**src/rtl/cache_pkg.sv**
```systemverilog
// ============================================================================
//  Module      : cache_pkg
//  Description : Shared constants, FSM state encoding and address-field
//                helpers for the 2-way set-associative L1 data cache.
//  Revision    : 1.0 - initial release
// ============================================================================
`default_nettype none

package cache_pkg;

    // Address geometry: 32-bit address = {tag[20:0], index[5:0], offset[4:0]}
    localparam int unsigned c_ADDR_W   = 32;
    localparam int unsigned c_TAG_W    = 21;
    localparam int unsigned c_INDEX_W  = 6;
    localparam int unsigned c_OFFSET_W = 5;

    // Controller state encoding
    localparam int unsigned c_STATE_W     = 3;
    localparam logic [2:0]  c_ST_IDLE      = 3'd0;
    localparam logic [2:0]  c_ST_COMPARE   = 3'd1;
    localparam logic [2:0]  c_ST_WRITEBACK = 3'd2;
    localparam logic [2:0]  c_ST_REFILL    = 3'd3;
    localparam logic [2:0]  c_ST_FILL      = 3'd4;
    localparam logic [2:0]  c_ST_LOOKUP    = 3'd5;

    function automatic logic [c_TAG_W-1:0] get_tag(input logic [c_ADDR_W-1:0] a);
        return a[c_ADDR_W-1 -: c_TAG_W];
    endfunction

    function automatic logic [c_INDEX_W-1:0] get_index(input logic [c_ADDR_W-1:0] a);
        return a[c_OFFSET_W +: c_INDEX_W];
    endfunction

endpackage

`default_nettype wire

```
**src/rtl/cache_lru.sv**
```systemverilog
// ============================================================================
//  Module      : cache_lru
//  Description : Per-set LRU bit store for a 2-way cache. One bit per set
//                holding the least-recently-used way (0=way1, 1=way2).
//                Combinational read port, single update port, synchronous
//                clear of every set on rst.
//  Ports       : clk, rst            - clock, sync active-high clear
//                i_rd_index/o_rd_lru - read port
//                i_upd_en/i_upd_index/i_upd_val - write port
//  Revision    : 1.0 - initial release
// ============================================================================
`default_nettype none

module cache_lru #(
    parameter int unsigned INDEX_W = 6
) (
    input  logic               clk,
    input  logic               rst,
    input  logic [INDEX_W-1:0] i_rd_index,
    output logic               o_rd_lru,
    input  logic               i_upd_en,
    input  logic [INDEX_W-1:0] i_upd_index,
    input  logic               i_upd_val
);

    logic [(2**INDEX_W)-1:0] r_lru;

    always_ff @(posedge clk) begin
        if (rst) begin
            r_lru <= '0;
        end else if (i_upd_en) begin
            r_lru[i_upd_index] <= i_upd_val;
        end
    end

    assign o_rd_lru = r_lru[i_rd_index];

endmodule

`default_nettype wire

```
**src/rtl/l1_cache_ctrl.sv**
```systemverilog
// ============================================================================
//  Module      : l1_cache_ctrl
//  Description : Sequencing controller for a 2-way set-associative L1 data
//                cache. Accepts level load/store requests, runs the tag
//                compare, selects a victim (invalid-first, then LRU) and
//                sequences dirty write-back and refill against L2.
//  Ports       : ld/st/addr         - core request (held until done)
//                tag*/valid*/dirty* - tag array read data (1-cycle latency)
//                index              - tag/data array index
//                hit/miss/load_ready/done - request status pulses
//                write_l1/fill/set_dirty/way_sel - L1 array write control
//                read_l2/write_l2/l2_addr/l2_ack - L2 handshake
//                busy               - controller not idle
//  Revision    : 1.0 - initial release
// ============================================================================
`default_nettype none

module l1_cache_ctrl
    import cache_pkg::*;
#(
    parameter int unsigned ADDR_W   = c_ADDR_W,
    parameter int unsigned TAG_W    = c_TAG_W,
    parameter int unsigned INDEX_W  = c_INDEX_W,
    parameter int unsigned OFFSET_W = c_OFFSET_W
) (
    input  logic               clk,
    input  logic               rst,
    input  logic               ld,
    input  logic               st,
    input  logic [ADDR_W-1:0]  addr,
    input  logic [TAG_W-1:0]   tag1_loaded,
    input  logic [TAG_W-1:0]   tag2_loaded,
    input  logic               valid1,
    input  logic               valid2,
    input  logic               dirty1,
    input  logic               dirty2,
    input  logic               l2_ack,
    output logic [INDEX_W-1:0] index,
    output logic               hit,
    output logic               miss,
    output logic               load_ready,
    output logic               done,
    output logic               write_l1,
    output logic               fill,
    output logic               set_dirty,
    output logic               way_sel,
    output logic               read_l2,
    output logic               write_l2,
    output logic [ADDR_W-1:0]  l2_addr,
    output logic               busy
);

    localparam int unsigned c_LINE_W = ADDR_W - OFFSET_W;

    logic [c_STATE_W-1:0] r_state, w_state_nxt;
    logic [c_LINE_W-1:0]  r_line, w_line_nxt;        // latched tag+index
    logic                 r_is_load, w_is_load_nxt;
    logic                 r_victim, w_victim_nxt;
    logic [TAG_W-1:0]     r_victim_tag, w_victim_tag_nxt;

    logic [TAG_W-1:0]     w_req_tag;
    logic [INDEX_W-1:0]   w_req_index;
    logic                 w_hit1;
    logic                 w_hit2;
    logic                 w_hit_any;
    logic                 w_lru_bit;
    logic                 w_victim_cmp;
    logic                 w_victim_dirty;
    logic                 w_lru_upd_en;
    logic                 w_unused_offset;

    // Line offset never reaches the controller's outputs.
    assign w_unused_offset = ^addr[OFFSET_W-1:0];

    assign w_req_tag   = r_line[c_LINE_W-1 -: TAG_W];
    assign w_req_index = r_line[INDEX_W-1:0];

    assign w_hit1    = valid1 && (tag1_loaded == w_req_tag);
    assign w_hit2    = valid2 && (tag2_loaded == w_req_tag);
    assign w_hit_any = w_hit1 || w_hit2;

    // Invalid ways are filled first; only a fully valid set consults LRU.
    assign w_victim_cmp   = !valid1 ? 1'b0 : (!valid2 ? 1'b1 : w_lru_bit);
    assign w_victim_dirty = w_victim_cmp ? (valid2 && dirty2) : (valid1 && dirty1);

    // The LRU bit names the way NOT just used; way1 wins a double hit.
    assign w_lru_upd_en = (r_state == c_ST_COMPARE) && w_hit_any;

    cache_lru #(
        .INDEX_W (INDEX_W)
    ) u_lru (
        .clk         (clk),
        .rst         (rst),
        .i_rd_index  (w_req_index),
        .o_rd_lru    (w_lru_bit),
        .i_upd_en    (w_lru_upd_en),
        .i_upd_index (w_req_index),
        .i_upd_val   (w_hit1)
    );

    always_comb begin
        w_state_nxt      = r_state;
        w_line_nxt       = r_line;
        w_is_load_nxt    = r_is_load;
        w_victim_nxt     = r_victim;
        w_victim_tag_nxt = r_victim_tag;
        index            = w_req_index;
        hit              = 1'b0;
        miss             = 1'b0;
        load_ready       = 1'b0;
        done             = 1'b0;
        write_l1         = 1'b0;
        fill             = 1'b0;
        set_dirty        = 1'b0;
        way_sel          = 1'b0;
        read_l2          = 1'b0;
        write_l2         = 1'b0;
        l2_addr          = '0;

        case (r_state)
            c_ST_IDLE: begin
                index = addr[OFFSET_W +: INDEX_W];
                if (ld || st) begin
                    w_line_nxt    = addr[ADDR_W-1:OFFSET_W];
                    w_is_load_nxt = ld;   // load wins when both are raised
                    w_state_nxt   = c_ST_COMPARE;
                end
            end
            c_ST_COMPARE: begin
                if (w_hit_any) begin
                    hit         = 1'b1;
                    done        = 1'b1;
                    load_ready  = r_is_load;
                    write_l1    = !r_is_load;
                    set_dirty   = !r_is_load;
                    way_sel     = !r_is_load && !w_hit1;
                    w_state_nxt = c_ST_IDLE;
                end else begin
                    miss             = 1'b1;
                    w_victim_nxt     = w_victim_cmp;
                    w_victim_tag_nxt = w_victim_cmp ? tag2_loaded : tag1_loaded;
                    w_state_nxt      = w_victim_dirty ? c_ST_WRITEBACK : c_ST_REFILL;
                end
            end
            c_ST_WRITEBACK: begin
                write_l2 = 1'b1;
                l2_addr  = {r_victim_tag, w_req_index, {OFFSET_W{1'b0}}};
                if (l2_ack) begin
                    w_state_nxt = c_ST_REFILL;
                end
            end
            c_ST_REFILL: begin
                read_l2 = 1'b1;
                l2_addr = {w_req_tag, w_req_index, {OFFSET_W{1'b0}}};
                if (l2_ack) begin
                    w_state_nxt = c_ST_FILL;
                end
            end
            c_ST_FILL: begin
                write_l1    = 1'b1;
                fill        = 1'b1;
                way_sel     = r_victim;
                w_state_nxt = c_ST_LOOKUP;
            end
            c_ST_LOOKUP: begin
                // Tag arrays need one cycle to return the freshly filled way.
                w_state_nxt = c_ST_COMPARE;
            end
            default: begin
                w_state_nxt = c_ST_IDLE;
            end
        endcase

        busy = (r_state != c_ST_IDLE);
    end

    always_ff @(posedge clk) begin
        if (rst) begin
            r_state      <= c_ST_IDLE;
            r_line       <= '0;
            r_is_load    <= 1'b0;
            r_victim     <= 1'b0;
            r_victim_tag <= '0;
        end else begin
            r_state      <= w_state_nxt;
            r_line       <= w_line_nxt;
            r_is_load    <= w_is_load_nxt;
            r_victim     <= w_victim_nxt;
            r_victim_tag <= w_victim_tag_nxt;
        end
    end

endmodule

`default_nettype wire

```
**config.mk**
```make
export PLATFORM = sky130hd
export DESIGN_NAME = l1_cache_ctrl
export DESIGN_NICKNAME = d
export VERILOG_FILES = /design/src/rtl/cache_pkg.sv /design/src/rtl/cache_lru.sv /design/src/rtl/l1_cache_ctrl.sv
export SDC_FILE = /design/constraint.sdc
export NUM_CORES = 1
export LEC_CHECK = 0
export CORE_MARGIN = 3
export CORE_UTILIZATION = 52
export CTS_BUF_LIST = sky130_fd_sc_hd__clkbuf_16
export DETAILED_ROUTE_END_ITERATION = 6
export PLACE_DENSITY = 0.82
export SLEW_MARGIN = 20
export SYNTH_ARGS = -nofsm -noshare
export SYNTH_HDL_FRONTEND = slang
export SYNTH_HIERARCHICAL = 1
export SYNTH_SLANG_ARGS = --single-unit
```
**constraint.sdc**
```tcl
create_clock -name clk -period 4 [get_ports clk]
set_input_delay 0.8 -clock clk [delete_from_list [all_inputs] [get_ports clk]]
set_output_delay 0.8 -clock clk [all_outputs]
set_load 0.01 [all_outputs]
```
### After elaboration in Yosys (flattened, before gate mapping)

Cells that the tools add are included.

* bits in registers: 117
* word-level logic and storage cells: 66

* order comparisons: 2
* eq/ne operators: 10
* muxes and demuxes: 31
* bitwise operators: 1
* reduce and logical (&&, ||, !) cells: 16

Operators by type and width (number)
* bitwise mux 64 bit: 1
* one-hot mux 32 bit (2 select lines): 1
* == test 21 bit: 2
* 2-to-1 mux 21 bit: 1
* 2-to-1 mux 1 bit: 18
* one-hot mux 3 bit (6 select lines): 1
* 2-to-1 mux 3 bit: 3
* logical AND 1 bit: 7
* less-than comparator 6 x 7 -> 1 bit, second input constant: 1
* binary-select mux 1 bit (select 6 bit): 1
* demux 1 bit (select 6 bit): 1
* == test 3 x 2 -> 1 bit, second input constant: 2
* == test 3 bit, second input constant: 2
* greater-or-equal comparator 6 x 1 -> 1 bit, second input constant: 1
* 2-to-1 mux 6 bit: 1
* != test 2 bit, second input constant: 3
* one-hot mux 1 bit (2 select lines): 2
* AND reduction 2 bit: 2
* == test 3 x 1 -> 1 bit, second input constant: 1
* zero test 3 bit: 1
* AND reduction 3 bit: 1
* nonzero test 3 bit: 1
* zero test 1 bit: 2
* logical OR 1 bit: 2
* other kinds (2): 2

### Logic depth before layout (Yosys ltp)

Gate-level depths: netlist of run 1.

* depth after elaboration: 8
* mapped depth: 10
* gate-level depth less buffers: 10

### By module

Netlist of run 1, hierarchy kept.

Modules (own cells, without submodules)
* l1_cache_ctrl: times used 1, cells an instance 398, area an instance 3290.7 µm², seq. area each 1061.0 µm²
* cache_lru: times used 1, cells an instance 373, area an instance 3226.8 µm², seq. area each 1281.2 µm²

### Least setup slack after synthesis of run 1

No wires, ideal clock.

* kind: input to output
* start point: input tag1_loaded[2]
* end point: output load_ready
* data arrival time: 2163 ps
* setup slack: 1037 ps
* stages: 7
* path buffers: 0
* path through: xnor2_1 > nand4_1 > nor4_2 > nand4_2 > a21o_1 > inv_1 > and2_1

* cells in the longest elaborated chain, start to end: 5

Ends and longest elaborated chain
* from (decl): line l1_cache_ctrl.sv:31 `input logic [TAG_W-1:0] tag1_loaded,`
* == test 21 bit: line l1_cache_ctrl.sv:78 `assign w_hit1 = valid1 && (tag1_loaded == w_req_tag);`
* logical AND 1 bit: line l1_cache_ctrl.sv:78
* logical OR 1 bit: line l1_cache_ctrl.sv:80 `assign w_hit_any = w_hit1 || w_hit2;`
* 2-to-1 mux 1 bit: line l1_cache_ctrl.sv:130 `if (w_hit_any) begin`
* 2-to-1 mux 1 bit: line l1_cache_ctrl.sv:120 `case (r_state)`
* to (decl): line l1_cache_ctrl.sv:41 `output logic load_ready,`

Every way passes these cells.

### Worst setup path in the final report of run 1

* start point: input tag1_loaded[19]
* end point: output way_sel

* cells in the longest elaborated chain, start to end: 6
* elaborated cells on any way between the ends: 7

Ends and longest elaborated chain
* == test 21 bit (*): line l1_cache_ctrl.sv:78
* logical AND 1 bit (*): line l1_cache_ctrl.sv:78
* via w_hit1: line l1_cache_ctrl.sv:63 `logic w_hit1;`
* zero test 1 bit: line l1_cache_ctrl.sv:136 `way_sel = !r_is_load && !w_hit1;`
* logical AND 1 bit: line l1_cache_ctrl.sv:136
* 2-to-1 mux 1 bit (*): line l1_cache_ctrl.sv:130
* one-hot mux 1 bit (2 select lines) (*): line l1_cache_ctrl.sv:120
* to (decl): line l1_cache_ctrl.sv:46 `output logic way_sel,`

The timed path passes the listed nets; every way through them passes the cells marked *.

==> results of run 1 <==
-- flip-flops by register name (all words and copies together), names as in the netlist --
name and cells:
r_is_load 1, r_line 27, r_state 3, r_victim 1, r_victim_tag 21, u_lru/r_lru 64
-- cell families after synthesis --
family | synth area share (%)
other cells | 0.0575
xor+xnor | 5.78
mux | 13.6
simple gates | 19.6
buf+inv | 5.18
flops | 35.9
compound gates | 19.9
-- synthesized netlist by cell type (2+ instances only) --
cell and number:
dfxtp_1 117, a21oi_1 92, nand2_1 83, nand3_1 71, o21ai_0 65, clkbuf_1 44, mux2i_1 44, nor2_1 41
xnor2_1 35, a31oi_1 21, a211oi_2 19, mux4_1 13, and2_1 9, nand2b_1 9, nand4_1 9, nor2b_1 9
xor2_1 8, buf_1 7, buf_4 6, inv_1 5, buf_2 4, nor3_1 4, buf_6 3, mux4_2 3
nor4_1 3, o21ai_1 3, or2_2 3, a211oi_1 2, a21o_1 2, a22oi_1 2, and3_1 2, and3b_1 2
mux2_2 2, nand3b_1 2, nand4_2 2, nor3b_2 2, nor4_2 2, o22ai_1 2, or3b_2 2
-- power groups by stage --
stage                     clock network (W)  registers, W  logic [W]
after floorplan                           0       0.00134   0.000628
after global placement                    0       0.00138   0.000899
after detailed placement                  0       0.00139   0.000929
after CTS                           0.00162       0.00137   0.000943
after global routing                0.00168       0.00138    0.00103
final                               0.00161       0.00137   0.000959
-- metal layers --
metal	up-vias	GRT usage, %	part of all wire, %
met5	-	0	0
met4	0	13.5	3.5
met3	79	8.12	9.6
met2	421	51.3	49
met1	3080	37.3	38
li1	3013	-	-
-- final cells by class --
class,count,area [um^2],share of cell area (%)
Sequential cell,117,2340,26.9
Clock inverter,14,196,2.26
Clock buffer,17,425,4.89
Timing Repair Buffer,160,1550,17.9
Tap cell,168,210,2.42
Inverter,6,22.5,0.259
Multi-Input combinational cell,586,3940,45.4
-- final timing paths --
path / endpoint / cells past startpoint / from / slack [ns]
setup / recovery: way_sel / 10 / tag1_loaded[19] / 0.07
hold / removal: u_lru/r_lru[63] / 2 / u_lru/r_lru[63] / 0.47
setup reg to reg: r_victim_tag[1] / 9 / r_line[0] / 0.99
hold reg to reg: u_lru/r_lru[63] / 2 / u_lru/r_lru[63] / 0.47
-- worst max-delay path: stages --
cell and delay [ns]:
clkdlybuf4s50_1 0.57, xnor2_2 0.16, nand4_1 0.18, nor4_4 0.27
nand4_2 0.15, buf_4 0.18, inv_1 0.09, nor4_2 0.06
a21o_1 0.16, clkdlybuf4s50_1 0.51
-- per-stage QoR --
step | setup slack [ns] | hold slack [ns] | total power (W)
after floorplan | 1.04 | 0.449 | 0.00197
after global placement | -0.0377 | 0.456 | 0.00228
after detailed placement | -0.108 | 0.466 | 0.00232
after CTS | 0.00462 | 0.473 | 0.00393
after global routing | -0.0202 | 0.494 | 0.00409
final | 0.0706 | 0.473 | 0.00394
-- what timing repair did --
action / in CTS / in global routing
cloned: 0 / 1
pin swaps: 4 / 4
endpoints found under the hold margin: 0 / 0
gates resized for setup: 4 / 21
buffers inserted: 1 / 2
setup endpoints to repair: 6 / 5
==> results by group, run 1 <==
Synthesis
  • Mapped Avg Cell Area: 8.45 um^2
  • Post-synthesis register bit count: 117
  • Synth Flop Type: dfxtp_1
  • Top post-synthesis cells by area: dfxtp_1 36%, a21oi_1 7.1%, mux2i_1 6.8%
  • EDFF count, synth: 0
  • Mapped Area: 6520 um^2
  • Ys Warns: 6
  • Area fraction of the dominant cell type after synthesis: 35.9%
  • Cells after synthesis: just under 800
  • Seq/Total Area, Yosys: 35.9%
  • Cell taking the most area after synthesis: dfxtp_1
  • Asr flop ratio synth: 0%
  • Count of unique library cells instantiated by Yosys: 56

Power and ir drop
  • Switching part of the total power: between 20% and 30%
  • Sequential share of power: between 30% and 40%
  • Cell Int Power: 0.00277 W
  • Max VDD drop: 0.267 mV
  • P per Cell Area: 453 nW/um^2
  • Clk pwr share: 40.8%
  • Net switching power: 0.00117 W
  • Comb power frac: 24.3%
  • Leak Pwr: 3.31 nW

Route
  • Routed WL: 21.8 mm
  • Final ANT Viol Nets: 0
  • Via Count: between 6000 and 7000
  • Vias per cell: 6.17
  • Starting DRT DRC Count: 957
  • Drt drc: 0
  • DR pass1 iterations: 6
  • Per-cell routed wire length: 20.4 um

STA
  • Final-report hold violation count: 0
  • Final Setup Violations: 0
  • Tmin final: just under 4 ns
  • Setup tns final: 0 ns
  • RSZ-0062 raised after global routing: yes
  • F_max: 254 MHz
  • Slew HR: between 30% and 40%
  • Final period util: ~98%
  • Slew Limit Fails: 0
  • Worst slew pin tran: between 1 and 1.5 ns
  • Clock skew: 0.0109 ns

Cells and area
  • Fin nets: 971
  • ANT cells: 0
  • Syn-to-layout area delta: 33.4%
  • Final core occ: 71.8%
  • Final instance area: just under 9000 um^2
  • Fillers: approximately 900
  • Most frequent cells in the layout: 117 x dfxtp_1, 110 x clkdlybuf4s50_1, 92 x a21oi_1
  • Layout cells sized above 1: 13.0%
  • Most common cell after layout, fill and taps aside: dfxtp_1
  • Layout Cells excl Fill: 1068

Clocking
  • Clock sinks: 117
  • Post-CTS Hold Buffers: 0
  • Clock tree buffer depth: 2
  • TritonCTS clock tree: built
  • Root buf cell: clkbuf_16
  • Worst-Skew Late Latency: 0.41 ns
  • H-tree depth: 4
  • TritonCTS Buffers: 17
  • Worst-path clk slew: 0.05 ns

Setup path
  • WP data required: between 3 and 4 ns
  • Arr. time, crit path: roughly 3.1 ns
  • Crit end category: primary output
  • Critical path peak fanout: 4
  • Critical path type: primary input to primary output
  • CP startpoint kind: primary input

Worst hold path
  • Hold WC Path Type: flop to flop

Die
  • DIE WIDTH: 118 um
  • Die H: 118 um
  • Die area: between 10000 and 15000 um^2
  • Initial Util: 53.8%
  • Row cnt: 40
  • I/O pin count: 132
  • Core ar.: ~12000 um^2

Place
  • # port buffers: 121
  • Placed cells: 1033
  • Placed cell area: 7910 um^2
  • DP HPWL: 14.5 mm
  • GPL Wtd Cong: 0.905

Global route
  • First-pass GRT wire length: 34.4 mm
  • Initial antenna violation count: 0
  • GRT Total Usage: 30.7%
  • Pin count of the biggest net entering global routing: 65
  • GRT Residual Overflow: 0
  • Vias in the first global route: 6583

Run
  • Max Cap Viol: 0

Run status
  • Status: completed
Note: power is estimated with default switching activity, not from simulation.
==> run 2, diff against run 1 <==
- PLACE_DENSITY: 0.82 -> 0.81
- RECOVER_POWER: default -> 100
==> run 2 against run 1 <==
  * Die area is the same
  * Global-route usage fell by 0.87 points
  * Setup slack worse by 0.038 ns
  * First-iteration DRC count decreased by 23%
  * Register-to-register slack got worse by 0.36 ns
  * Clock power decreased by 11%
  * Wire length down 2.5%
  * Non-clock buffer count is 2 lower
  * Critical path type unchanged
  * Critical endpoint unchanged
  * Largest power group unchanged
==> results by group, run 2 (same netlist as run 1, synthesis figures left out) <==
Clocking
  • Worst-path clk slew: 0.05 ns
  • TritonCTS clock tree: built
  • Clock tree buffer depth: 2
  • Clock sinks: about 120
  • Worst-Skew Late Latency: 0.42 ns
  • TritonCTS Buffers: 17
  • H-tree depth: 4
  • Root buf cell: clkbuf_16

STA
  • Clock skew: just over 0.006 ns
  • Final period util: 99.2%
  • Slew HR: 26.2%
  • Setup tns final: 0 ns
  • Tmin final: just under 4 ns
  • F_max: 252 MHz
  • Final Setup Violations: 0
  • Worst slew pin tran: roughly 1.1 ns
  • RSZ-0062 raised after global routing: yes
  • Slew Limit Fails: 0
  • Final hold slack: 0.471 ns
  • Final-report hold violation count: 0

Route
  • Drt drc: 0
  • Starting DRT DRC Count: 738
  • Per-cell routed wire length: 19.9 um
  • Vias per cell: 6.23
  • Routed WL: 21.3 mm
  • Final ANT Viol Nets: 0
  • Via Count: about 6600
  • DR pass1 iterations: 6

Run
  • Max Cap Viol: 0

Global route
  • Vias in the first global route: 6447
  • Initial antenna violation count: 0
  • First-pass GRT wire length: 33.6 mm
  • Pin count of the biggest net entering global routing: 65
  • GRT Residual Overflow: 0
  • GRT Total Usage: 29.9%

Setup path
  • Critical path type: primary input to primary output
  • R2r endpoint: r_line[21]
  • Worst-case reg-to-reg path depth: 6
  • Critical path startpoint: tag2_loaded[6]
  • CP startpoint kind: primary input
  • Arr. time, crit path: 3.17 ns
  • Critical Path, Cell by Cell: clkdlybuf4s50_1 -> xnor2_1 -> nand4_1 -> nor4_2 -> nand4_2 -> nor4_2 -> a21o_1 -> clkdlybuf4s50_1
  • Crit path largest cell delay: roughly 0.57 ns
  • R2R Setup Slk: roughly 0.63 ns
  • RR Startpoint: r_state[2]
  • WP data required: 3.20 ns
  • Critical Path Slowest Stage Cell: clkdlybuf4s50_1
  • Critical path peak fanout: 4
  • Worst Setup EP: way_sel
  • Crit end category: primary output

Place
  • # port buffers: roughly 120
  • Placed cells: about 1000
  • GPL Wtd Cong: roughly 0.94
  • Placed cell area: 7910 um^2
  • DP HPWL: approximately 14 mm

Die
  • I/O pin count: 132
  • Initial Util: 53.8%
  • Core ar.: 12100 um^2
  • DIE WIDTH: 118 um
  • Die area: between 10000 and 15000 um^2
  • Die H: 118 um
  • Row cnt: 40

Power and ir drop
  • Sequential share of power: 36.9%
  • Switching part of the total power: 31.0%
  • Cell Int Power: 0.00258 W
  • Leak Pwr: 3.18 nW
  • Comb power frac: 24.7%
  • P per Cell Area: 439 nW/um^2
  • Clk pwr share: 38.4%
  • Max VDD drop: 0.384 mV
  • Net switching power: 0.00116 W

Cells and area
  • Final instance area: roughly 8500 um^2
  • ANT cells: 0
  • Layout cells sized above 1: 11.8%
  • Fin nets: 969
  • Top reg by flops: u_lru/r_lru
  • Most common cell after layout, fill and taps aside: dfxtp_1
  • Final core occ: 70.3%
  • Largest regs: u_lru/r_lru (64), r_line (27), r_victim_tag (21)
  • Most frequent cells in the layout: 117 x dfxtp_1, 114 x clkdlybuf4s50_1, 92 x a21oi_1
  • Layout Cells excl Fill: roughly 1100
  • Syn-to-layout area delta: 30.7%
  • Max FFs per register: 64

Worst hold path
  • Hold WC Path Type: flop to flop

Run status
  • Status: completed
run 2: metal layers:
metal  part of all wire [%]  GRT usage [%]
met2                     48           49.7
met3                    8.9           8.94
met5                      0              0
met4                    4.7           15.5
met1                     39           34.8
run 2: timing repair:
item                       4_1_cts  5_1_grt
resized for setup                1        9
setup endpoints to repair        4        7
hold buffers                     0        0
buffers inserted                 1        1
pin swaps                        1        3
hold endpoints to repair         0        0
run 2: worst min path at each step:
| stage | depth (start not counted) | slack, ns | end | startpoint |
|---|---|---|---|---|
| after global routing | 2 | 0.49 | u_lru/r_lru[53] | u_lru/r_lru[53] |
| after CTS | 2 | 0.47 | u_lru/r_lru[53] | u_lru/r_lru[53] |
| after floorplan | 2 | 0.45 | u_lru/r_lru[13] | u_lru/r_lru[13] |
| after global placement | 2 | 0.46 | u_lru/r_lru[54] | u_lru/r_lru[54] |
| final | 2 | 0.47 | u_lru/r_lru[58] | u_lru/r_lru[58] |
| after detailed placement | 2 | 0.47 | u_lru/r_lru[53] | u_lru/r_lru[53] |
run 2: critical path: cells and delay by family:
family                    cells  cell delay, ns
buffers and inverters         2            1.08
AOI/OAI and AO/OA             1            0.12
xor gates and xnor gates      1            0.15
and+or+nand+nor               4            1.00
run 2: cell type report:
type	instances	area (um^2)
multi-input combinational	586	3870
inverter	6	22.5
sequential	117	2340
tap	168	210
clock buffer	17	425
clock inverter	15	143
fill	920	3590
timing repair buffer	158	1500
run 2: power by group through the flow:
stage	Clock (W)	Combinational, W	Sequential, W
floorplan	0	0.000628	0.00134
global placement	0	0.000888	0.00139
detailed placement	0	0.000906	0.00140
CTS	0.00145	0.000916	0.00138
global route	0.00151	0.000994	0.00139
finish	0.00144	0.000924	0.00138
run 2: stage by stage:
step / power, W / setup WS [ns]
floorplan: 0.00197 / 1.04
global placement: 0.00228 / 0.0327
detailed placement: 0.00230 / 0.00772
CTS: 0.00374 / 0.000262
global route: 0.00389 / -0.0223
finish: 0.00374 / 0.0329
